<file path="src/rtl/ysyx_24090003_ctrl_fsm_if.sv">
// ysyx_24090003_ctrl_fsm_if: fetch and memory request/response handshakes between the sequencer and IFU/LSU
interface ysyx_24090003_ctrl_fsm_if;
  logic ifu_req_valid;
  logic ifu_req_ready;
  logic ifu_rsp_valid;
  logic [31:0] inst_in;
  logic lsu_req_valid;
  logic lsu_req_wen;
  logic lsu_req_ready;
  logic lsu_rsp_valid;
  modport master(
    output ifu_req_valid, lsu_req_valid, lsu_req_wen,
    input ifu_req_ready, ifu_rsp_valid, inst_in, lsu_req_ready, lsu_rsp_valid
  );
  modport slave(
    input ifu_req_valid, lsu_req_valid, lsu_req_wen,
    output ifu_req_ready, ifu_rsp_valid, inst_in, lsu_req_ready, lsu_rsp_valid
  );
endinterface

</file>
<file path="src/rtl/ysyx_24090003_ctrl_fsm.sv">
// ysyx_24090003_ctrl_fsm: multi-cycle fetch/decode/execute/memory/writeback sequencer for the NPC core
module ysyx_24090003_ctrl_fsm #(
  parameter int TIMEOUT = 256,
  parameter int RET_W = 32
) (
  input logic clk,
  input logic rst,
  ysyx_24090003_ctrl_fsm_if.master bus,
  output logic [31:0] inst_out,
  output logic rf_we,
  output logic pc_we,
  output logic [RET_W-1:0] retired,
  output logic halt,
  output logic err
);
  localparam int TW = $clog2(TIMEOUT);
  typedef enum logic [3:0] {
    RESET, FETCH_REQ, FETCH_WAIT, DECODE, EXEC, MEM_REQ, MEM_WAIT, WB, HALT, ERR
  } stateT;
  stateT state, nextState;
  logic [TW-1:0] timer;
  logic isLoad, isStore, isBranch, isEbreak, timeUp;
  always_comb begin
    isLoad = inst_out[6:0] == 7'b0000011;
    isStore = inst_out[6:0] == 7'b0100011;
    isBranch = inst_out[6:0] == 7'b1100011;
    isEbreak = inst_out == 32'h00100073;
    timeUp = timer == TW'(TIMEOUT - 1);
  end
  // a response in the last allowed wait cycle still wins over the timeout
  always_comb begin
    nextState = state;
    case (state)
      RESET: nextState = FETCH_REQ;
      FETCH_REQ: nextState = bus.ifu_req_ready ? FETCH_WAIT : FETCH_REQ;
      FETCH_WAIT: nextState = bus.ifu_rsp_valid ? DECODE : timeUp ? ERR : FETCH_WAIT;
      DECODE: nextState = isEbreak ? HALT : EXEC;
      EXEC: nextState = (isLoad || isStore) ? MEM_REQ : WB;
      MEM_REQ: nextState = bus.lsu_req_ready ? MEM_WAIT : MEM_REQ;
      MEM_WAIT: nextState = bus.lsu_rsp_valid ? WB : timeUp ? ERR : MEM_WAIT;
      WB: nextState = FETCH_REQ;
      default: nextState = state;
    endcase
  end
  always_ff @(posedge clk) begin
    if (rst) begin
      state <= RESET;
      inst_out <= 32'h00000013;
      retired <= '0;
      timer <= '0;
    end else begin
      state <= nextState;
      if (state == FETCH_WAIT && bus.ifu_rsp_valid) inst_out <= bus.inst_in;
      if (state == WB) retired <= retired + 1'b1;
      timer <= (state == FETCH_WAIT || state == MEM_WAIT) ? timer + 1'b1 : '0;
    end
  end
  always_comb begin
    bus.ifu_req_valid = state == FETCH_REQ;
    bus.lsu_req_valid = state == MEM_REQ;
    bus.lsu_req_wen = state == MEM_REQ && isStore;
    pc_we = state == WB;
    rf_we = state == WB && !isStore && !isBranch;
    halt = state == HALT || state == ERR;
    err = state == ERR;
  end
endmodule

</file>
<file path="src/flat_wrapper.sv">
// flat-port wrapper written by rule: the top's interface ports become plain ports
module ysyx_24090003_ctrl_fsm_flat 
#(
  parameter int TIMEOUT = 256,
  parameter int RET_W = 32
)
  (clk, rst, inst_out, rf_we, pc_we, retired, halt, err, bus_ifu_req_valid, bus_lsu_req_valid, bus_lsu_req_wen, bus_ifu_req_ready, bus_ifu_rsp_valid, bus_inst_in, bus_lsu_req_ready, bus_lsu_rsp_valid);
  ysyx_24090003_ctrl_fsm_if bus_i ();
  input logic clk;
  input logic rst;
  output logic [31:0] inst_out;
  output logic rf_we;
  output logic pc_we;
  output logic [RET_W-1:0] retired;
  output logic halt;
  output logic err;
  output wire logic [$bits(bus_i.ifu_req_valid)-1:0] bus_ifu_req_valid;
  output wire logic [$bits(bus_i.lsu_req_valid)-1:0] bus_lsu_req_valid;
  output wire logic [$bits(bus_i.lsu_req_wen)-1:0] bus_lsu_req_wen;
  input wire logic [$bits(bus_i.ifu_req_ready)-1:0] bus_ifu_req_ready;
  input wire logic [$bits(bus_i.ifu_rsp_valid)-1:0] bus_ifu_rsp_valid;
  input wire logic [$bits(bus_i.inst_in)-1:0] bus_inst_in;
  input wire logic [$bits(bus_i.lsu_req_ready)-1:0] bus_lsu_req_ready;
  input wire logic [$bits(bus_i.lsu_rsp_valid)-1:0] bus_lsu_rsp_valid;
  assign bus_ifu_req_valid = bus_i.ifu_req_valid;
  assign bus_lsu_req_valid = bus_i.lsu_req_valid;
  assign bus_lsu_req_wen = bus_i.lsu_req_wen;
  assign bus_i.ifu_req_ready = bus_ifu_req_ready;
  assign bus_i.ifu_rsp_valid = bus_ifu_rsp_valid;
  assign bus_i.inst_in = bus_inst_in;
  assign bus_i.lsu_req_ready = bus_lsu_req_ready;
  assign bus_i.lsu_rsp_valid = bus_lsu_rsp_valid;
  ysyx_24090003_ctrl_fsm #(.TIMEOUT(TIMEOUT), .RET_W(RET_W)) u_core (.clk(clk), .rst(rst), .bus(bus_i), .inst_out(inst_out), .rf_we(rf_we), .pc_we(pc_we), .retired(retired), .halt(halt), .err(err));
endmodule
</file>
<file path="config.mk">
export PLATFORM = sky130hd
export DESIGN_NAME = ysyx_24090003_ctrl_fsm_flat
export DESIGN_NICKNAME = d
export VERILOG_FILES = /design/src/rtl/ysyx_24090003_ctrl_fsm_if.sv /design/src/rtl/ysyx_24090003_ctrl_fsm.sv /design/src/flat_wrapper.sv
export SDC_FILE = /design/constraint.sdc
export NUM_CORES = 1
export LEC_CHECK = 0
export BUFFER_PORTS_ARGS = -buffer_cell sky130_fd_sc_hd__buf_4
export CORE_ASPECT_RATIO = 0.9
export CORE_UTILIZATION = 51
export DETAILED_ROUTE_END_ITERATION = 8
export PLACE_DENSITY = 0.8
export SLEW_MARGIN = 20
export SYNTH_ARGS = -nofsm -noshare
export SYNTH_HDL_FRONTEND = slang
export SYNTH_SLANG_ARGS = --single-unit
</file>
<file path="constraint.sdc">
create_clock -name clk -period 2.31 [get_ports clk]
set_input_delay 0.231 -clock clk [delete_from_list [all_inputs] [get_ports clk]]
set_output_delay 0.231 -clock clk [all_outputs]
set_load 0.01 [all_outputs]
</file>
Word-level counts from Yosys, hierarchy flattened
Index checks and enable logic that the tools add are counted.
- register bits: 76
- output and inout bits: 71
- input port bits: 38
- logic and storage cells: 43
- reduce and logical (&&, ||, !) cells: 13
- bitwise logic cells: 1
- multiplexer cells: 9
- equality and inequality tests: 14
- add/sub/neg operators: 2
- operators by type and width (kind ; count):
    adder 32 x 1 -> 32 bit, second input constant ; 1
    == test 32 x 21 -> 1 bit, second input constant ; 1
    one-hot mux 4 bit (7 select lines) ; 1
    2-to-1 mux 4 bit ; 5
    == test 4 x 3 -> 1 bit, second input constant ; 4
    adder 8 x 1 -> 8 bit, second input constant ; 1
    == test 4 x 2 -> 1 bit, second input constant ; 2
    == test 4 bit, second input constant ; 2
    == test 8 bit, second input constant ; 1
    == test 7 x 2 -> 1 bit, second input constant ; 1
    == test 7 x 6 -> 1 bit, second input constant ; 1
    == test 7 bit, second input constant ; 1
    nonzero test 7 bit ; 1
    2-to-1 mux 2 bit ; 3
    == test 4 x 1 -> 1 bit, second input constant ; 1
    logical AND 1 bit ; 4
    zero test 4 bit ; 1
    OR reduction 2 bit ; 2
    logical OR 1 bit ; 3
    zero test 1 bit ; 2
    NOT 1 bit ; 1

Logic depth before layout (Yosys ltp)
Gate-level depths: netlist (run 1).
- word-level depth: 4
- mapped depth: 7
- gate-level depth less buffers: 5

Worst setup path after synthesis (run 1)
OpenSTA, ideal clock, no wires.
- path type: reg2reg
- from: register u_core.retired[6]
- to: register u_core.retired[28]
- stages on the path, launching flop included: 7
- buffers on the path: 2
- clock period less this slack: 2.031 ns
- arrival: 1.961 ns
- required time: 2.240 ns
- slack: 0.279 ns
- cells stage by stage: dfxtp_1 nand4_1 or4_1 buf_2 buf_6 or4_1 a21oi_1
- word-level cells in the longest chain between the ends: 1
- ends and longest elaborated chain (element ; line ; RTL):
    start: declaration ; ysyx_24090003_ctrl_fsm.sv:12 ; output logic [RET_W-1:0] retired,
    start signal: assignment ; ysyx_24090003_ctrl_fsm.sv:54 ; if (state == WB) retired <= retired + 1'b1;
    adder 32 x 1 -> 32 bit ; ysyx_24090003_ctrl_fsm.sv:54 ;
Every way passes these cells.
A chain may end at the register's enable or synchronous reset.

Final worst setup path (run 1)
- from: register u_core.retired[13]
- to: register u_core.retired[22]
The elaborated chain is that of the path after synthesis.

==> results of run 1 <==
-- power breakdown --
group / switching [mW] / internal [mW] / leakage, nW / total [mW]
registers: 0.0324 / 1.34 / 0.614 / 1.37
logic: 0.144 / 0.132 / 1.00 / 0.276
clock network: 0.468 / 0.776 / 0.127 / 1.24
-- cell families after synthesis --
family / Yosys count / synth area share
flip-flops: 76 / 0.4485
AO/OA/AOI/OAI: 94 / 0.1616
XOR/XNOR: 13 / 0.03357
multiplexers: 1 / 0.002951
buffers and inverters: 38 / 0.04537
AND/OR/NAND/NOR: 198 / 0.3006
adder cells (fa/ha/maj): 2 / 0.007376
-- critical path: stages, from the launching register on --
cell     delay [ns]
dfxtp_1        0.44
nand4_1        0.18
or4_1          0.51
buf_4          0.22
or4_1          0.52
a21oi_1        0.16
-- cell usage after synthesis, drive strengths merged, types with 3 or more instances --
cell	number	area share
nor4b	3	0.0077
a21oi	57	0.084
o21ai	9	0.013
clkbuf	22	0.024
and3	5	0.0092
or3	8	0.015
nand3	10	0.015
or4	19	0.042
inv	10	0.011
nand4	16	0.030
o31ai	19	0.042
xor2	7	0.018
nor4	6	0.011
buf	6	0.010
dfxtp	76	0.45
and2	4	0.0074
nor2	22	0.024
and4	6	0.015
nor3	4	0.0059
nand2	84	0.093
xnor2	6	0.015
nand3b	4	0.0089
-- final cells by class --
class                   count  area share
inverters                  10    0.008290
clock inverters             4     0.02100
repair buffers            119      0.1973
flip-flops and latches     76      0.3360
well taps                  87     0.02404
clock buffers              12     0.03426
multi-input cells         308      0.3791
-- layer usage --
| metal | up-vias | wire length [um] | GRT usage |
|---|---|---|---|
| li1 | 1720 | - | - |
| met1 | 1617 | 3831 | 0.3149 |
| met2 | 91 | 4328 | 0.4295 |
| met3 | 5 | 528 | 0.06515 |
| met4 | 0 | 55 | 0.06393 |
| met5 | - | 0 | 0 |
-- worst paths after layout --
path / start / slack [ns] / depth (start not counted) / to
max: u_core.retired[13] / 0.21 / 5 / u_core.retired[22]
min reg2reg: u_core.timer[0] / 0.47 / 1 / u_core.timer[0]
max reg2reg: u_core.retired[13] / 0.21 / 5 / u_core.retired[22]
min: bus_inst_in[4] / 0.11 / 3 / u_core.inst_out[4]
-- metrics by stage --
| step | hold slack [ns] | cell area (um^2) |
|---|---|---|
| after floorplan | 0.3552 | 3392 |
| after global placement | 0.4434 | 4278 |
| after detailed placement | 0.4531 | 4278 |
| after CTS | 0.09096 | 4528 |
| after global routing | 0.1012 | 4528 |
| final | 0.1067 | 4528 |
-- registers in the layout, summed over array words and instances (netlist names) --
register         count
u_core.state         4
u_core.inst_out     32
u_core.timer         8
u_core.retired      32
==> results.md, run 1 <==
* Max-Cap Viols at 0
* Slew @ Worst Pin at 0.5139 ns
* Drt drc at 0
* Post_cts resized at 0
* Pwr Density at 639.3 nW/um^2
* FMAX at 475.4 MHz
* Drt via density at 5.573
* TNS Setup at 0 ns
* Unrepaired setup endpoints after global routing: no
* First-pass GRT wire length at 13.77 mm
* #FFs+latches synth at 76
* Pin count of the biggest net entering global routing at 50
* Sequential cell area at 1521 um^2
* Total GRT Usage at 0.2520
* CTS tree: built
* Crit-path max FO at 26
* Final core occ at 0.7206
* Post-CTS setup buffer count at 0
* Initial Util at 0.5398
* # port buffers at 108
* Gpl congestion at 0.8308
* Most common cell after layout, fill and taps aside: buf_4
* TritonCTS buffer count at 9
* DRT Pass-1 Iters at 4
* Share of flip-flops with an asynchronous set or reset at 0
* Global route total overflow at 0
* Status: complete, no violations
* Worst-path clk slew at 0.07 ns
* Clock latency on the worst-skew pair at 0.34 ns
* Placed Cells at 600
* Crit path time final at 2.104 ns
* Critical Path AT at 2.37 ns
* Initial drt markers at 158
* Number of synthesized flops with an enable pin at 0
* Detailed placer's ending HPWL at 6.173 mm
* Area growth from synthesis to layout at 33.49%
* Critical path class: reg -> reg
* Rows at 27
* Worst hold path class: in -> reg
* Synth Warn # at 0
* Syn_area_per_cell at 8.038 um^2
* Multi-input gate area at 1717 um^2
* Critical path endpoint category: register
* Die W at 87.97 um
* H-tree depth at 3
* Pre-CTS WS at 0.2533 ns
* Most frequent cells in the layout: buf_4, nand2_1, dfxtp_1, a21oi_1, nor2_1
* Post-route insts no fill at 616
* Fin. Hold Viols at 0
* Layout Nets at 564
* Predominant post-synthesis flop cell: dfxtp_1
* Number of diodes at 0
* WL/cell at 14.19 um
* Setup Viol. Count Final at 0
* Die area at 6982 um^2
* I/O pin count at 109
* CTS hold repair buffers at 0
* Worst Setup Slack, final at 0.2063 ns
* Final ANT Viol Nets at 0
* Critical Path Start Type: register
* Chip height at 79.37 um
* Seq/Total Area, Yosys at 0.4485
* Slew headroom at 0.6574
* Post-synthesis instance area at 3392 um^2
* Synth Net Count at 462
* Detailed Route WL at 8.743 mm
* Via count at 3433
* Leakage at 1.742 nW
* Synthesized instance count at 422
* Pwr Total at 2.895 mW
* Fill cells at 523
* Worst endpoint required time at 2.58 ns
* Clock buffer depth at 2
* Initial antenna violation count at 0
* Slew Limit Fails at 0
* Layout cells sized above 1 at 0.2571
* Vias in the first global route at 2992
* Worst IR Drop VDD at 474.1 uV
* CTS Sinks at 76
* Total core area at 6284 um^2
* Setup Skew at 0.008318 ns
* Root Driver: clkbuf_8
* Period utilization at 0.9107
* Post-synth cell types at 43
Note: power is estimated with default switching activity, not from simulation.
==> run 2: changes to the inputs <==
- RECOVER_POWER: not set -> 25
- clock period: 2.31 -> 2.1 ns (I/O delays scaled with it)
==> results.md, run 2 (same netlist as run 1, synthesis figures left out) <==
* Crit path time final at 1.955 ns (was 2.104 ns)
* Initial antenna violation count at 0 (unchanged)
* Final ANT Viol Nets at 0 (unchanged)
* Pwr Density at 676.4 nW/um^2 (was 639.3 nW/um^2)
* Total GRT Usage at 0.2552 (was 0.2520)
* Chip height at 79.37 um (unchanged)
* Layout Nets at 572 (was 564)
* CTS hold repair buffers at 0 (unchanged)
* Setup Skew at 0.007371 ns (was 0.008318 ns)
* Global route total overflow at 0 (unchanged)
* Root Driver: clkbuf_8 (unchanged)
* Via count at 3434 (was 3433)
* Initial drt markers at 143 (was 158)
* Critical Path AT at 2.24 ns (was 2.37 ns)
* Placed Cells at 608 (was 600)
* Post_cts resized at 0 (unchanged)
* Pin count of the biggest net entering global routing at 40 (was 50)
* Total core area at 6284 um^2 (unchanged)
* Unrepaired setup endpoints after global routing: no (unchanged)
* Drt via density at 5.512 (was 5.573)
* FMAX at 511.5 MHz (was 475.4 MHz)
* Die W at 87.97 um (unchanged)
* Crit-path max FO at 26 (unchanged)
* Clock buffer depth at 2 (unchanged)
* H-tree depth at 3 (unchanged)
* Layout cells sized above 1 at 0.2127 (was 0.2571)
* Detailed Route WL at 8.644 mm (was 8.743 mm)
* Slowest cell on crit path: or4_1 (unchanged)
* Max-Cap Viols at 0 (unchanged)
* Leakage at 1.626 nW (was 1.742 nW)
* Clock latency on the worst-skew pair at 0.35 ns (was 0.34 ns)
* First-pass GRT wire length at 13.91 mm (was 13.77 mm)
* I/O pin count at 109 (unchanged)
* WL/cell at 13.87 um (was 14.19 um)
* Critical Path Start Type: register (unchanged)
* Worst endpoint required time at 2.38 ns (was 2.58 ns)
* CP Cell Sequence: nand4_1, or4_1, buf_6, or4_1, a21oi_1 (was nand4_1, or4_1, buf_4, or4_1, a21oi_1)
* Hold Path Depth at 3 (unchanged)
* Pwr Total at 3.006 mW (was 2.895 mW)
* Post-CTS setup buffer count at 0 (unchanged)
* DRT Pass-1 Iters at 5 (was 4)
* Critical path class: reg -> reg (unchanged)
* Gpl congestion at 0.8410 (was 0.8308)
* Worst-path clk slew at 0.08 ns (was 0.07 ns)
* Vias in the first global route at 3039 (was 2992)
* TNS Setup at 0 ns (unchanged)
* Most frequent CP cell: or4_1 (unchanged)
* Delay of the slowest critical-path stage at 0.55 ns (was 0.52 ns)
* Critical path endpoint category: register (unchanged)
* # port buffers at 108 (unchanged)
* Status: complete, no violations (unchanged)
* Slew Limit Fails at 0 (unchanged)
* Fin. Hold Viols at 0 (unchanged)
* Area growth from synthesis to layout at 31.02% (was 33.49%)
* Pre-CTS WS at 0.09626 ns (was 0.2533 ns)
* Largest regs: u_core.inst_out: 32 flops, u_core.retired: 32 flops, u_core.timer: 8 flops (unchanged)
* CTS tree: built (unchanged)
* Period utilization at 0.9310 (was 0.9107)
* Worst-case reg-to-reg path depth at 5 (unchanged)
* Setup Viol. Count Final at 0 (unchanged)
* Worst IR Drop VDD at 507.1 uV (was 474.1 uV)
* Most frequent cells in the layout: buf_4, nand2_1, dfxtp_1, a21oi_1, clkbuf_1 (was buf_4, nand2_1, dfxtp_1, a21oi_1, nor2_1)
* Slew headroom at 0.6556 (was 0.6574)
* Rows at 27 (unchanged)
* Post-route insts no fill at 623 (was 616)
* Worst Setup Slack, final at 0.1449 ns (was 0.2063 ns)
* Die area at 6982 um^2 (unchanged)
* Worst hold path class: in -> reg (unchanged)
* Drt drc at 0 (unchanged)
* TritonCTS buffer count at 9 (unchanged)
* Detailed placer's ending HPWL at 6.204 mm (was 6.173 mm)
* Hold WS at 0.06931 ns (was 0.1067 ns)
* Most common cell after layout, fill and taps aside: buf_4 (unchanged)
* Initial Util at 0.5398 (unchanged)
* CTS Sinks at 76 (unchanged)
* Number of diodes at 0 (unchanged)
* Slew @ Worst Pin at 0.5152 ns (was 0.5139 ns)
==> run 2: cell count changes in the layout (fill, tap and decap cells not counted), sizes merged <==
cell      previous run  this run
clkinvlp             0         4
buf                119        95
bufinv               3         2
clkinv               1         0
clkbuf              12        41
==> run 2: layout make-up <==
type	instances	area [um^2]
multi-input combinational	308	1723
clock inverter	6	90.09
inverter	10	37.54
fill	546	1839
sequential	76	1524
timing repair buffer	127	837.1
clock buffer	9	123.9
tap	87	108.9
==> run 2: path summary, 6_finish.rpt <==
kind              slack, ns                 end              start
setup / recovery       0.14  u_core.retired[23]  u_core.retired[8]
hold / removal         0.07  u_core.inst_out[4]     bus_inst_in[4]
setup reg to reg       0.14  u_core.retired[23]  u_core.retired[8]
hold reg to reg        0.47     u_core.timer[0]    u_core.timer[0]
==> run 2: power by group <==
group | switching (mW) | leakage, nW | total (mW) | internal [mW]
registers | 0.0281 | 0.615 | 1.50 | 1.48
clock network | 0.545 | 0.0936 | 1.21 | 0.662
logic | 0.165 | 0.918 | 0.295 | 0.130
==> run 2: critical path, delay by kind of cell, from the launching register on <==
family | cells | cell delay (ns)
and+or+nand+nor | 3 | 1.18
AOI/OAI and AO/OA | 1 | 0.15
buffers and inverters | 1 | 0.19
DFF | 1 | 0.36
==> run 2: routing by layer <==
layer	vias to the layer above	wire (um)	track usage
li1	1733	-	-
met1	1598	3931	0.3310
met2	99	4129	0.4163
met3	4	528	0.07135
met4	0	54	0.06557
met5	-	0	0
==> run 2: per-stage QoR <==
| stage | cell area [um^2] | util |
|---|---|---|
| 2_1_floorplan | 3392 | - |
| 3_3_place_gp | 4338 | 0.6904 |
| 3_5_place_dp | 4338 | 0.6904 |
| 4_1_cts | 4552 | 0.7244 |
| 5_1_grt | 4444 | 0.7073 |
| 6_report | 4444 | 0.7073 |
==> run 3: changes to the inputs <==
==> constraint.sdc (replaced) <==
create_clock -name clk -period 2.1 [get_ports clk]
set_input_delay 0.42 -clock clk [delete_from_list [all_inputs] [get_ports clk]]
set_output_delay 0.42 -clock clk [all_outputs]
set_load 0.01 [all_outputs]
==> results.md, run 3 (same netlist as run 1, synthesis figures left out) <==
* Crit path time final at 2.015 ns (was 1.955 ns)
* Total GRT Usage at 0.2576 (was 0.2552)
* Placed Cells at 607 (was 608)
* Setup Viol. Count Final at 0 (unchanged)
* # port buffers at 108 (unchanged)
* Sequential cell area at 1524 um^2 (unchanged)
* Via count at 3477 (was 3434)
* Total core area at 6284 um^2 (unchanged)
* Sequential share of power at 0.497 (was 0.501)
* Global route total overflow at 0 (unchanged)
* Die W at 87.97 um (unchanged)
* Worst-path clk slew at 0.08 ns (about the same)
* Clock power frac at 0.401 (about the same)
* Critical path endpoint category: register (unchanged)
* Pint at 2.286 mW (was 2.268 mW)
* Slew headroom at 0.7150 (was 0.6556)
* Fill cells at 532 (was 546)
* WL/cell at 14.32 um (was 13.87 um)
* H-tree depth at 3 (unchanged)
* Slew @ Worst Pin at 0.4243 ns (was 0.5152 ns)
* Pin count of the biggest net entering global routing at 59 (was 40)
* Worst endpoint required time at 2.37 ns (was 2.38 ns)
* CTS Sinks at 76 (unchanged)
* Top routing layer in use: met4 (unchanged)
* Drt drc at 0 (unchanged)
* Initial antenna violation count at 0 (unchanged)
* Initial Util at 0.5398 (unchanged)
* Pwr Density at 671.2 nW/um^2 (was 676.4 nW/um^2)
* Slew Limit Fails at 0 (unchanged)
* Fin. Hold Viols at 0 (unchanged)
* Final ANT Viol Nets at 0 (unchanged)
* I/O pin count at 109 (unchanged)
* Critical Path Start Type: register (unchanged)
* Setup Skew at 0.009903 ns (was 0.007371 ns)
* CTS hold repair buffers at 0 (unchanged)
* Placed cell area at 4343 um^2 (was 4338 um^2)
* First-pass GRT wire length at 14.17 mm (was 13.91 mm)
* Post-route insts no fill at 625 (was 623)
* Worst IR Drop VDD at 568.1 uV (was 507.1 uV)
* Die area at 6982 um^2 (unchanged)
* Crit-path max FO at 26 (unchanged)
* Layout Nets at 573 (was 572)
* Leakage at 1.684 nW (was 1.626 nW)
* Met2 Wirelength at 4.332 mm (was 4.129 mm)
* Worst hold path class: in -> reg (unchanged)
* Met1 Routed Length at 4.009 mm (was 3.931 mm)
* Initial drt markers at 221 (was 143)
* CTS tree: built (unchanged)
* Chip height at 79.37 um (unchanged)
* FMAX at 496.3 MHz (was 511.5 MHz)
* Gpl congestion at 0.8950 (was 0.8410)
* Status: complete, no violations (unchanged)
* Fin area at 4508 um^2 (was 4444 um^2)
* Layout cells sized above 1 at 0.2323 (was 0.2127)
* Comb pwr share at 0.101 (was 0.098)
* Critical path class: reg -> reg (unchanged)
* Period utilization at 0.9594 (was 0.9310)
* Most common cell after layout, fill and taps aside: buf_4 (unchanged)
* Vias in the first global route at 3147 (was 3039)
* Root Driver: clkbuf_8 (unchanged)
* Rows at 27 (unchanged)
* Drt via density at 5.563 (was 5.512)
* Most frequent cells in the layout: buf_4, nand2_1, dfxtp_1, a21oi_1, clkbuf_1 (unchanged)
* Number of diodes at 0 (unchanged)
* Detailed Route WL at 8.949 mm (was 8.644 mm)
* Pwr Total at 3.026 mW (was 3.006 mW)
* Detailed placer's ending HPWL at 6.201 mm (was 6.204 mm)
* WL met3 at 561 um (was 528 um)
* Final core occ at 0.7174 (was 0.7073)
* TritonCTS buffer count at 9 (unchanged)
* Multi-input gate area at 1734 um^2 (was 1723 um^2)
* P_sw at 0.7395 mW (was 0.7378 mW)
* Max-Cap Viols at 0 (unchanged)
* DRT Pass-1 Iters at 4 (was 5)
* Clock buffer depth at 2 (unchanged)
* Largest regs: u_core.inst_out: 32 flops, u_core.retired: 32 flops, u_core.timer: 8 flops (unchanged)
* Sw Share at 0.2444 (was 0.2454)
* Clock latency on the worst-skew pair at 0.34 ns (was 0.35 ns)
* Critical Path AT at 2.29 ns (was 2.24 ns)
* Area growth from synthesis to layout at 32.90% (was 31.02%)
## run 3: metal layers
layer | track usage | vias up
met4 | 0.07869 | 0
met3 | 0.06412 | 5
li1 | - | 1737
met2 | 0.4403 | 113
met5 | 0 | -
met1 | 0.3173 | 1622
## run 3: repair_timing
item,in CTS,in global routing
gates resized for setup,2,3
hold endpoints to repair,0,0
pin swaps,0,2
endpoints found under the setup margin,2,11
setup buffers,0,2
## run 3: worst max-delay path, stage by stage (launching register included)
cell and delay [ns]:
dfxtp_1 0.40, nand4_1 0.16, or4_1 0.49, buf_4 0.22, or4_1 0.51, a21oi_1 0.16
## run 3: stage by stage
| stage | setup WS, ns | setup TNS (ns) | hold WS, ns |
|---|---|---|---|
| global route | -0.01112 | -0.01704 | 0.2791 |
| CTS | 0.07113 | 0 | 0.2797 |
| global placement | 0.1642 | 0 | 0.4417 |
| detailed placement | 0.1019 | 0 | 0.4616 |
| floorplan | 0.06856 | 0 | 0.4260 |
| finish | 0.08524 | 0 | 0.2937 |
## run 3: layout make-up
cell class	count	share of cell area
Timing Repair Buffer	128	0.1968
Clock buffer	10	0.02831
Inverter	10	0.008326
Tap cell	87	0.02415
Clock inverter	6	0.01971
Sequential cell	76	0.3381
Multi-Input combinational cell	308	0.3847
## run 3: final timing paths
check	startpoint	to	slack, ns	cells past startpoint
max	u_core.retired[15]	u_core.retired[22]	0.09	5
min	bus_inst_in[0]	u_core.inst_out[0]	0.29	3
max reg2reg	u_core.retired[15]	u_core.retired[22]	0.09	5
min reg2reg	u_core.timer[0]	u_core.timer[0]	0.47	1
## run 3: power by group through the flow
stage	Combinational [mW]	Sequential, mW	Clock [mW]
after floorplan	0.150	1.54	0
after global placement	0.308	1.54	0
after detailed placement	0.312	1.54	0
after CTS	0.319	1.50	1.23
after global routing	0.338	1.51	1.30
final	0.307	1.50	1.21
